## src/rtl/prio_grant_arbiter.sv

```systemverilog
`default_nettype none
// ============================================================================
// Module   : prio_grant_arbiter
// Brief    : Eight-requester single-resource arbiter. The highest-numbered
//            active request wins (8-to-3 priority-encoder order). The grant
//            is held until the owner releases it with done, withdraws its
//            request, or exceeds MAX_HOLD consecutive cycles. In the last
//            case the grant is revoked and a one-cycle revoked pulse follows.
//            Compile-time macro ARB_ROUND_ROBIN_EN switches to a rotating
//            search order that makes the last owner the lowest priority.
// Revision : 1.0 - initial release
// ============================================================================
module prio_grant_arbiter #(
    // Maximum consecutive grant cycles before a forced revoke. 0 disables it.
    parameter int MAX_HOLD = 16,
    // Hold-counter width. MAX_HOLD must fit, i.e. MAX_HOLD <= 2**HOLD_W - 1.
    parameter int HOLD_W   = 5
) (
    input  logic       clk,
    input  logic       rst,
    input  logic [7:0] req,
    input  logic       done,
    output logic [7:0] gnt,
    output logic [2:0] gnt_id,
    output logic       gnt_valid,
    output logic       revoked
);

    typedef enum logic [0:0] {
        S_IDLE  = 1'b0,
        S_GRANT = 1'b1
    } state_t;

    localparam logic [HOLD_W-1:0] c_MAX_HOLD   = HOLD_W'(MAX_HOLD);
    localparam logic [HOLD_W-1:0] c_CNT_SAT    = '1;
    localparam logic              c_TIMEOUT_EN = (MAX_HOLD != 0);

    state_t            r_state;
    logic [2:0]        r_own;
    logic [HOLD_W-1:0] r_cnt;

    state_t            w_state_nxt;
    logic [2:0]        w_own_nxt;
    logic [HOLD_W-1:0] w_cnt_nxt;
    logic [7:0]        w_gnt_nxt;
    logic [2:0]        w_gnt_id_nxt;
    logic              w_gnt_valid_nxt;
    logic              w_revoked_nxt;
    logic [2:0]        w_win_id;
    logic              w_release;

`ifdef ARB_ROUND_ROBIN_EN
    // The rotation pointer only influences anything when rotation is enabled.
    logic [2:0]        r_ptr;
    logic [2:0]        w_ptr_nxt;
    logic [2:0]        w_rr_idx;

    // Rotating winner: search ptr-1, ptr-2, ... down to ptr; the later loop
    // iterations overwrite earlier ones, so k = 0 (ptr-1) is the strongest.
    always_comb begin
        w_win_id = 3'd0;
        w_rr_idx = 3'd0;
        for (int k = 7; k >= 0; k--) begin
            w_rr_idx = r_ptr - 3'd1 - 3'(k);
            if (req[w_rr_idx]) begin
                w_win_id = w_rr_idx;
            end
        end
    end
`else
    // Fixed winner: highest set bit of req, scanned upward so it lands last.
    always_comb begin
        w_win_id = 3'd0;
        for (int i = 0; i < 8; i++) begin
            if (req[i]) begin
                w_win_id = 3'(i);
            end
        end
    end
`endif

    // Next-state and next-output logic; release precedence is done, then
    // owner withdrawal, then timeout, so a coincident done never revokes.
    always_comb begin
        w_state_nxt     = r_state;
        w_own_nxt       = r_own;
        w_cnt_nxt       = r_cnt;
        w_gnt_nxt       = gnt;
        w_gnt_id_nxt    = gnt_id;
        w_gnt_valid_nxt = gnt_valid;
        w_revoked_nxt   = 1'b0;
        w_release       = 1'b0;
`ifdef ARB_ROUND_ROBIN_EN
        w_ptr_nxt       = r_ptr;
`endif
        case (r_state)
            S_IDLE: begin
                w_gnt_nxt       = 8'd0;
                w_gnt_id_nxt    = 3'd0;
                w_gnt_valid_nxt = 1'b0;
                if (|req) begin
                    w_state_nxt     = S_GRANT;
                    w_own_nxt       = w_win_id;
                    w_cnt_nxt       = HOLD_W'(1);
                    w_gnt_nxt       = 8'(1) << w_win_id;
                    w_gnt_id_nxt    = w_win_id;
                    w_gnt_valid_nxt = 1'b1;
                end
            end
            S_GRANT: begin
                if (done || !req[r_own]) begin
                    w_release = 1'b1;
                end else if (c_TIMEOUT_EN && (r_cnt == c_MAX_HOLD)) begin
                    w_release     = 1'b1;
                    w_revoked_nxt = 1'b1;
                end else if (r_cnt != c_CNT_SAT) begin
                    w_cnt_nxt = r_cnt + 1'b1;
                end
            end
            default: begin
                w_release = 1'b1;
            end
        endcase

        if (w_release) begin
            w_state_nxt     = S_IDLE;
            w_gnt_nxt       = 8'd0;
            w_gnt_id_nxt    = 3'd0;
            w_gnt_valid_nxt = 1'b0;
`ifdef ARB_ROUND_ROBIN_EN
            w_ptr_nxt       = r_own;
`endif
        end
    end

    // State, owner, hold counter and registered outputs.
    always_ff @(posedge clk) begin
        if (rst) begin
            r_state   <= S_IDLE;
            r_own     <= 3'd0;
            r_cnt     <= '0;
            gnt       <= 8'd0;
            gnt_id    <= 3'd0;
            gnt_valid <= 1'b0;
            revoked   <= 1'b0;
        end else begin
            r_state   <= w_state_nxt;
            r_own     <= w_own_nxt;
            r_cnt     <= w_cnt_nxt;
            gnt       <= w_gnt_nxt;
            gnt_id    <= w_gnt_id_nxt;
            gnt_valid <= w_gnt_valid_nxt;
            revoked   <= w_revoked_nxt;
        end
    end

`ifdef ARB_ROUND_ROBIN_EN
    // Rotation pointer: remembers the most recent owner after each release.
    always_ff @(posedge clk) begin
        if (rst) begin
            r_ptr <= 3'd0;
        end else begin
            r_ptr <= w_ptr_nxt;
        end
    end
`endif

endmodule
`default_nettype wire

```

## config.mk

```make
export PLATFORM = sky130hd
export DESIGN_NAME = prio_grant_arbiter
export DESIGN_NICKNAME = d
export VERILOG_FILES = /design/src/rtl/prio_grant_arbiter.sv
export SDC_FILE = /design/constraint.sdc
export NUM_CORES = 1
export LEC_CHECK = 0
export CAP_MARGIN = 20
export CORE_MARGIN = 2
export CORE_UTILIZATION = 25
export CTS_CLUSTER_DIAMETER = 30
export DETAILED_ROUTE_END_ITERATION = 6
export PLACE_DENSITY = 0.54
export SLEW_MARGIN = 20
export SYNTH_ARGS = -nofsm -noshare
export SYNTH_HDL_FRONTEND = slang
export SYNTH_SLANG_ARGS = --single-unit
```

## constraint.sdc

```tcl
create_clock -name clk -period 4.6 [get_ports clk]
set_input_delay 0.92 -clock clk [delete_from_list [all_inputs] [get_ports clk]]
set_output_delay 0.92 -clock clk [all_outputs]
set_load 0.02 [all_outputs]
```

==> summary.md <==
| Metric | Value |
|---|---|
| Status | complete, no violations |
| Worst r2r path cells | 4 |
| Final setup fails | 0 |
| Clk pin slew, worst setup/hold paths | about 80 ps |
| Worst Hold Class | reg -> reg |
| Clk_skew | about 1.9 ps |
| Static Leak | between 0.5 and 0.6 nW |
| Setup WS pre-CTS | 1490 ps |
| Sequential power share | 0.498 |
| Clock buffer count from CTS | 3 |
| Root Buffer | clkbuf_8 |
| Syn Nets | 150 |
| Post-route setup slack | roughly 1800 ps |
| Pwr dens | roughly 300 mW/mm2 |
| Post-CTS sizing | 0 |
| Postcts setup bufs | 0 |
| TritonCTS clock tree | done |
| # hold bufs at CTS | 0 |
| MaxCap Viol Count | 0 |
| Via density | ~5.2 |
| Setup TNS | 0 ps |
| Switching pwr | about 120 uW |
| Min-delay src | gnt_id[0]$_SDFFE_PP0N_ |
| Min Clock Period, post-route | approximately 2800 ps |
| Row count | 24 |
| Chip Height | around 71 um |
| Initial Util | 0.261 |
| Global-route wire length before repair | around 5000 um |
| Share of cells above drive strength 1 | 0.0452 |
| Max-slew headroom at the worst pin | 0.453 |
| Synth Warn # | 0 |
| Die Wd | 71.4 um |
| Commonest non-fill, non-tap cell in the layout | clkdlybuf4s50_1 |
| Diode count | 0 |
| CP Depth | 6 |
| Number of fillers in the final layout | 465 |
| Required time of the critical path | between 4000 and 5000 ps |
| Post-Syn Area | between 0.001 and 0.0015 mm2 |
| #FFs+latches synth | 22 |
| Switching share of power | 0.274 |
| Slowest cell on the critical path | clkdlybuf4s50_1 |
| Drt first pass iters | 4 |
| Clk sinks | 22 |
| Synth Instances | 136 |
| DRT iter0 DRCs | 30 |
| FF/Latch Area | between 400 and 500 um2 |
| WL final | just under 3000 um |
| Crit end category | flop |
| Routability cong. | 0.841 |
| FF-to-FF Start | r_state$_SDFF_PP0_ |
| Remaining DRCs | 0 |
| CTS HTree Levels | 1 |
| GRT Total Usage | 0.123 |
| Final Hold Fails | 0 |
| P_int | roughly 310 uW |
| Reg2reg end | r_cnt[0]$_SDFFE_PP0P_ |
| Pin count of the biggest net entering global routing | 26 |
| Startpoint types | input port |
| Area growth syn-to-layout | 26.6% |
| Synth cell types | 36 |
| Final ANT Viol Nets | 0 |
| Clock Power Share | 0.328 |
| RSZ-0062 raised after global routing | false |
| Post-Syn Area per Cell | approximately 8.3 um2 |
| Crit path cell chain | clkdlybuf4s50_1, mux2_4, a2bb2oi_1, and3b_1, mux2i_1, a221oi_1 |
| Worst skew pair latency | around 270 ps |
| Worst reg-to-reg setup slack | roughly 2400 ps |
| Die Area | about 0.0051 mm2 |
| Seq/Total Area, Yosys | 0.388 |
| IO Port Bufs | 23 |
| Hold path endpoint | gnt_id[0]$_SDFFE_PP0N_ |
| Initial antenna violation count | 0 |
| Slew @ Worst Pin | just over 800 ps |
| WS Path Type | in -> reg |
| Critical-path maximum fanout | 16 |
| Total core area | ~0.0044 mm2 |
| Vias in the first global route | around 1100 |
| Final slew viol count | 0 |
| Share of power burned in combinational logic | 0.174 |
| Max Buffers Root-to-Sink | 2 |
| CP Buf/Inv Count | 1 |
| Area of the multi-input gates | between 600 and 700 um2 |
| Most frequent cells in the layout | 23 x clkdlybuf4s50_1, 22 x dfxtp_1, 14 x nand2_1, 13 x nor2_1, 12 x a21oi_1 |
| Grt total ovfl | 0 |
| Post-layout nets | 170 |
| Final Cycle Share | 0.616 |
| Wire per inst | ~14 um |
| Maximum clock frequency | between 300 and 400 MHz |
| Via count | roughly 1100 |
| Hold path cells | 2 |
| Largest delay share family, worst path | buffers and inverters |
| Placed wire-length estimate | 2110 um |
| Critical path arrival | roughly 3000 ps |
| Max rail drop VDD | 0.000123 V |
| I/O Pins | 24 |
| Slowest stage delay, CP | about 630 ps |
[worst register-to-register path, delay by kind of cell (launching register included)]
kind	cells	cell delay (ps)
flip-flops	1	860
AO/OA/AOI/OAI	2	540
buffers and inverters	1	370
AND/OR/NAND/NOR	1	290
[how the worst max path moves through the flow]
stage	startpoint	to	slack, ps
5_1_grt	req[7]	r_cnt[0]$_SDFFE_PP0P_	1570
3_5_place_dp	req[7]	r_cnt[0]$_SDFFE_PP0P_	1490
2_1_floorplan	req[6]	r_cnt[1]$_SDFFE_PP0P_	2460
4_1_cts	req[7]	r_cnt[0]$_SDFFE_PP0P_	1800
6_report	req[7]	r_cnt[0]$_SDFFE_PP0P_	1770
3_3_place_gp	req[7]	r_cnt[0]$_SDFFE_PP0P_	1600
[area by class of cell]
cell class,count,share of cell area
clock buffers,4,0.0383
inverters,4,0.0105
multi-input cells,102,0.439
flip-flops and latches,22,0.307
well taps,52,0.0453
repair buffers,23,0.160
[sequential cells by signal (all words and copies together), names as in the netlist]
register,count
r_own,3
r_cnt,5
gnt,8
r_state,1
gnt_valid,1
revoked,1
gnt_id,3
[cells in the mapped netlist (all sizes together)]
cell type  count  area, um2
o31ai          1       7.51
a21oi         12       60.1
a32oi          1       8.76
a31oi          8       50.1
a221oi         2       23.8
nor4           2       12.5
mux2           1       15.0
nand2         14       52.6
nor3b          3       22.5
a2bb2oi        1       8.76
inv            4       15.0
ha             3       37.5
and3b          1       8.76
and2           1       6.26
nand4          3       18.8
nand2b         3       18.8
mux2i          4       40.0
nor4bb         1       10.0
a21o           2       15.0
clkbuf         4       15.0
nor2b          4       25.0
o21ba          1       10.0
buf            4       33.8
or4            2       15.0
and3           6       37.5
nand3b         1       7.51
or3            1       6.26
o21ai          2       10.0
dfxtp         22        440
nor2          13       48.8
o21bai         2       18.8
nand3          7       35.0
[logic make-up (layout without fill, tap and decap cells)]
group,Yosys count,in the layout,share of synthesized area
adder cells (fa/ha/maj),3,3,0.0331
multiplexers,5,5,0.0485
buffers and inverters,12,31,0.0562
flip-flops,22,22,0.388
AND/OR/NAND/NOR,62,62,0.287
AO/OA/AOI/OAI,32,32,0.187
[power groups by stage]
stage | Sequential [mW] | Combinational (mW) | Clock [mW]
2_1_floorplan | 0.215 | 0.0492 | 0
3_3_place_gp | 0.217 | 0.0734 | 0
3_5_place_dp | 0.217 | 0.0743 | 0
4_1_cts | 0.213 | 0.0746 | 0.147
5_1_grt | 0.215 | 0.0816 | 0.156
6_report | 0.213 | 0.0742 | 0.140
[metrics by stage]
step / power, mW / cells / hold WS [ps] / utilization / cell area, um2
floorplan: 0.264 / 136 / 472 / - / 1130
detailed placement: 0.291 / 203 / 453 / 0.317 / 1380
CTS: 0.434 / 207 / 464 / 0.330 / 1440
global route: 0.452 / 207 / 497 / 0.330 / 1440
global placement: 0.290 / 203 / 449 / 0.317 / 1380
finish: 0.427 / 207 / 459 / 0.330 / 1440
[layer usage]
layer | track usage | vias to the layer above | part of all wire
met1 | 0.162 | 513 | 0.49
met2 | 0.185 | 22 | 0.45
met4 | 0.0755 | 0 | 0.029
met3 | 0.0239 | 7 | 0.033
li1 | - | 530 | -
met5 | 0 | - | 0
(Power assumes the default switching activity.)
==> patch, RTL diff (config.mk and constraints unchanged) <==
The option `ARB_ROUND_ROBIN_EN` is turned on by a define.
--- a/src/rtl/prio_grant_arbiter.sv
+++ b/src/rtl/prio_grant_arbiter.sv
@@ -10,6 +10,8 @@
 //            search order that makes the last owner the lowest priority.
 // Revision : 1.0 - initial release
 // ============================================================================
+`define ARB_ROUND_ROBIN_EN
+
 module prio_grant_arbiter #(
     // Maximum consecutive grant cycles before a forced revoke. 0 disables it.
     parameter int MAX_HOLD = 16,
Behaviour: not the same (a bounded check fails within 4 cycles, from zero or initial values and one cycle with rst high).
==> patch against the original RTL <==
- synthesized area rose by 95%
- via count rose by 72%
- power rose to 2.6 times the old value
- sequential share of layout area fell by 11 points
- hold slack improved by 0.0060 ns
- worst setup slack got worse by 0.93 ns
- design area rose by 78%
- clock power fell by 3%
- utilization fell by 3.6 points
- count of clock-buffer cells in the layout fell by 1
- wire length rose by 84%
- sequential cell count rose by 3
- largest power group is now combinational cells
==> patch: results <==
export IMPL_outcome="finished, final reports clean"
export IMPL_async_flop_share_pct=0
export IMPL_reg2reg_setup_slack_ns=0.84
export IMPL_cp_startpoint="r_ptr[0]"
export IMPL_placed_area_mm2=0.00250
export IMPL_grt_max_degree=25
export IMPL_path_delay_family="multiplexers"
export IMPL_cp_max_fo=21
export IMPL_placedCellCount=344
export IMPL_firstDrtPassIters=4
export IMPL_clock_latency_ns=0.27
export IMPL_syn_num_nets=241
export IMPL_min_period_ns=3.76
export IMPL_arrival_ns=3.95
export IMPL_cp_end_kind="flip-flop"
export IMPL_fillers=946
export IMPL_whs_path_depth=2
export IMPL_cts_buffers=3
export IMPL_nets=257
export IMPL_synth_top_cell_area_share_pct=22.6
export IMPL_p_leak_nw=0.889
export IMPL_vias_per_cell=5.30
export IMPL_post_place_ws_ns=0.884
export IMPL_slowest_delay_ns=0.98
export IMPL_ys_flop_type="dfxtp_1"
export IMPL_diodes=0
export IMPL_grt_usage_pct=11.4
export IMPL_r2r_cells=8
export IMPL_stdcell_count=348
export IMPL_tightest_slew_ns=0.881
export IMPL_drt_initial_drc_count=96
export IMPL_reg2reg_to="gnt[4]"
export IMPL_swShare_pct=43.7
export IMPL_grt_pass1_vias=1762
export IMPL_clockRootBuffer="clkbuf_8"
export IMPL_grt_pass1_wl_um=9220
export IMPL_reg_top3="gnt (8), r_cnt (5)"
export IMPL_synthTopCellsByCount="25 x dfxtp_1, 23 x nand2_1, 15 x mux2i_1, 13 x nor2_1, 11 x mux4_2"
export IMPL_h_tree_depth=1
export IMPL_vdd_ir_drop_max_mv=0.131
export IMPL_routabilityCongestion=0.877
export IMPL_layout_drive_gt1_share_pct=15.4
export IMPL_hp_class="flip-flop to flip-flop"
export IMPL_wirelength_um=5350
export IMPL_yosysSeqAreaShare_pct=22.6
export IMPL_dpl_hpwl_um=4070
export IMPL_fin_skew_ns=0.00565
export IMPL_syn_instance_count=225
export IMPL_cp_slowest_cell="ha_1"
export IMPL_yosysUniqueCellTypes=61
export IMPL_synth_area_top_cells="dfxtp_1 23%, mux4_2 11%, mux2i_1 6.8%"
patch: tightest hold or removal path: cells and delay by family, from the launching register on:
| family | cells | cell delay (ns) |
|---|---|---|
| and+or+nand+nor | 1 | 0.05 |
| AOI/OAI and AO/OA | 1 | 0.05 |
| DFF | 1 | 0.32 |
patch: cell type report:
| cell class | instances | area (um2) | share of cell area, % |
|---|---|---|---|
| multi-input combinational | 176 | 1580 | 62.0 |
| sequential | 25 | 500 | 19.6 |
| timing repair buffer | 26 | 253 | 9.90 |
| tap | 108 | 135 | 5.29 |
| clock buffer | 3 | 41.3 | 1.62 |
| inverter | 9 | 33.8 | 1.32 |
| clock inverter | 1 | 7.51 | 0.294 |
patch: cells by family (layout without fill, tap and decap cells):
logic type      after synthesis  count (layout)  share of synthesized area, %
mux                          34              34                          24.1
fa+ha+maj                     5               5                          2.82
xor+xnor                      7               7                          4.51
flops                        25              25                          22.6
compound gates               59              59                          23.6
buf+inv                      24              39                          6.09
simple gates                 71              71                          16.3
patch: metal layers:
| layer | vias up | part of all wire [%] | track usage, % |
|---|---|---|---|
| met2 | 35 | 45 | 17.4 |
| met3 | 6 | 4.2 | 2.79 |
| met4 | 0 | 1.4 | 1.69 |
| met1 | 900 | 50 | 16.5 |
| met5 | - | 0 | 0 |
| li1 | 905 | - | - |
patch: how the worst min path moves through the flow:
| stage | start | endpoint | slack, ns |
|---|---|---|---|
| after detailed placement | gnt[0] | gnt[0] | 0.45 |
| final | gnt[0] | gnt[0] | 0.47 |
| after global routing | gnt[0] | gnt[0] | 0.49 |
| after floorplan | r_cnt[4] | r_cnt[4] | 0.46 |
| after CTS | gnt[0] | gnt[0] | 0.46 |
| after global placement | gnt[4] | gnt[4] | 0.45 |
patch: power by group through the flow:
stage / Clock, mW / Combinational (mW) / Sequential (mW)
after floorplan: 0 / 0.503 / 0.308
after global placement: 0 / 0.662 / 0.296
after detailed placement: 0 / 0.662 / 0.296
after CTS: 0.138 / 0.664 / 0.291
after global routing: 0.151 / 0.727 / 0.297
final: 0.136 / 0.666 / 0.290
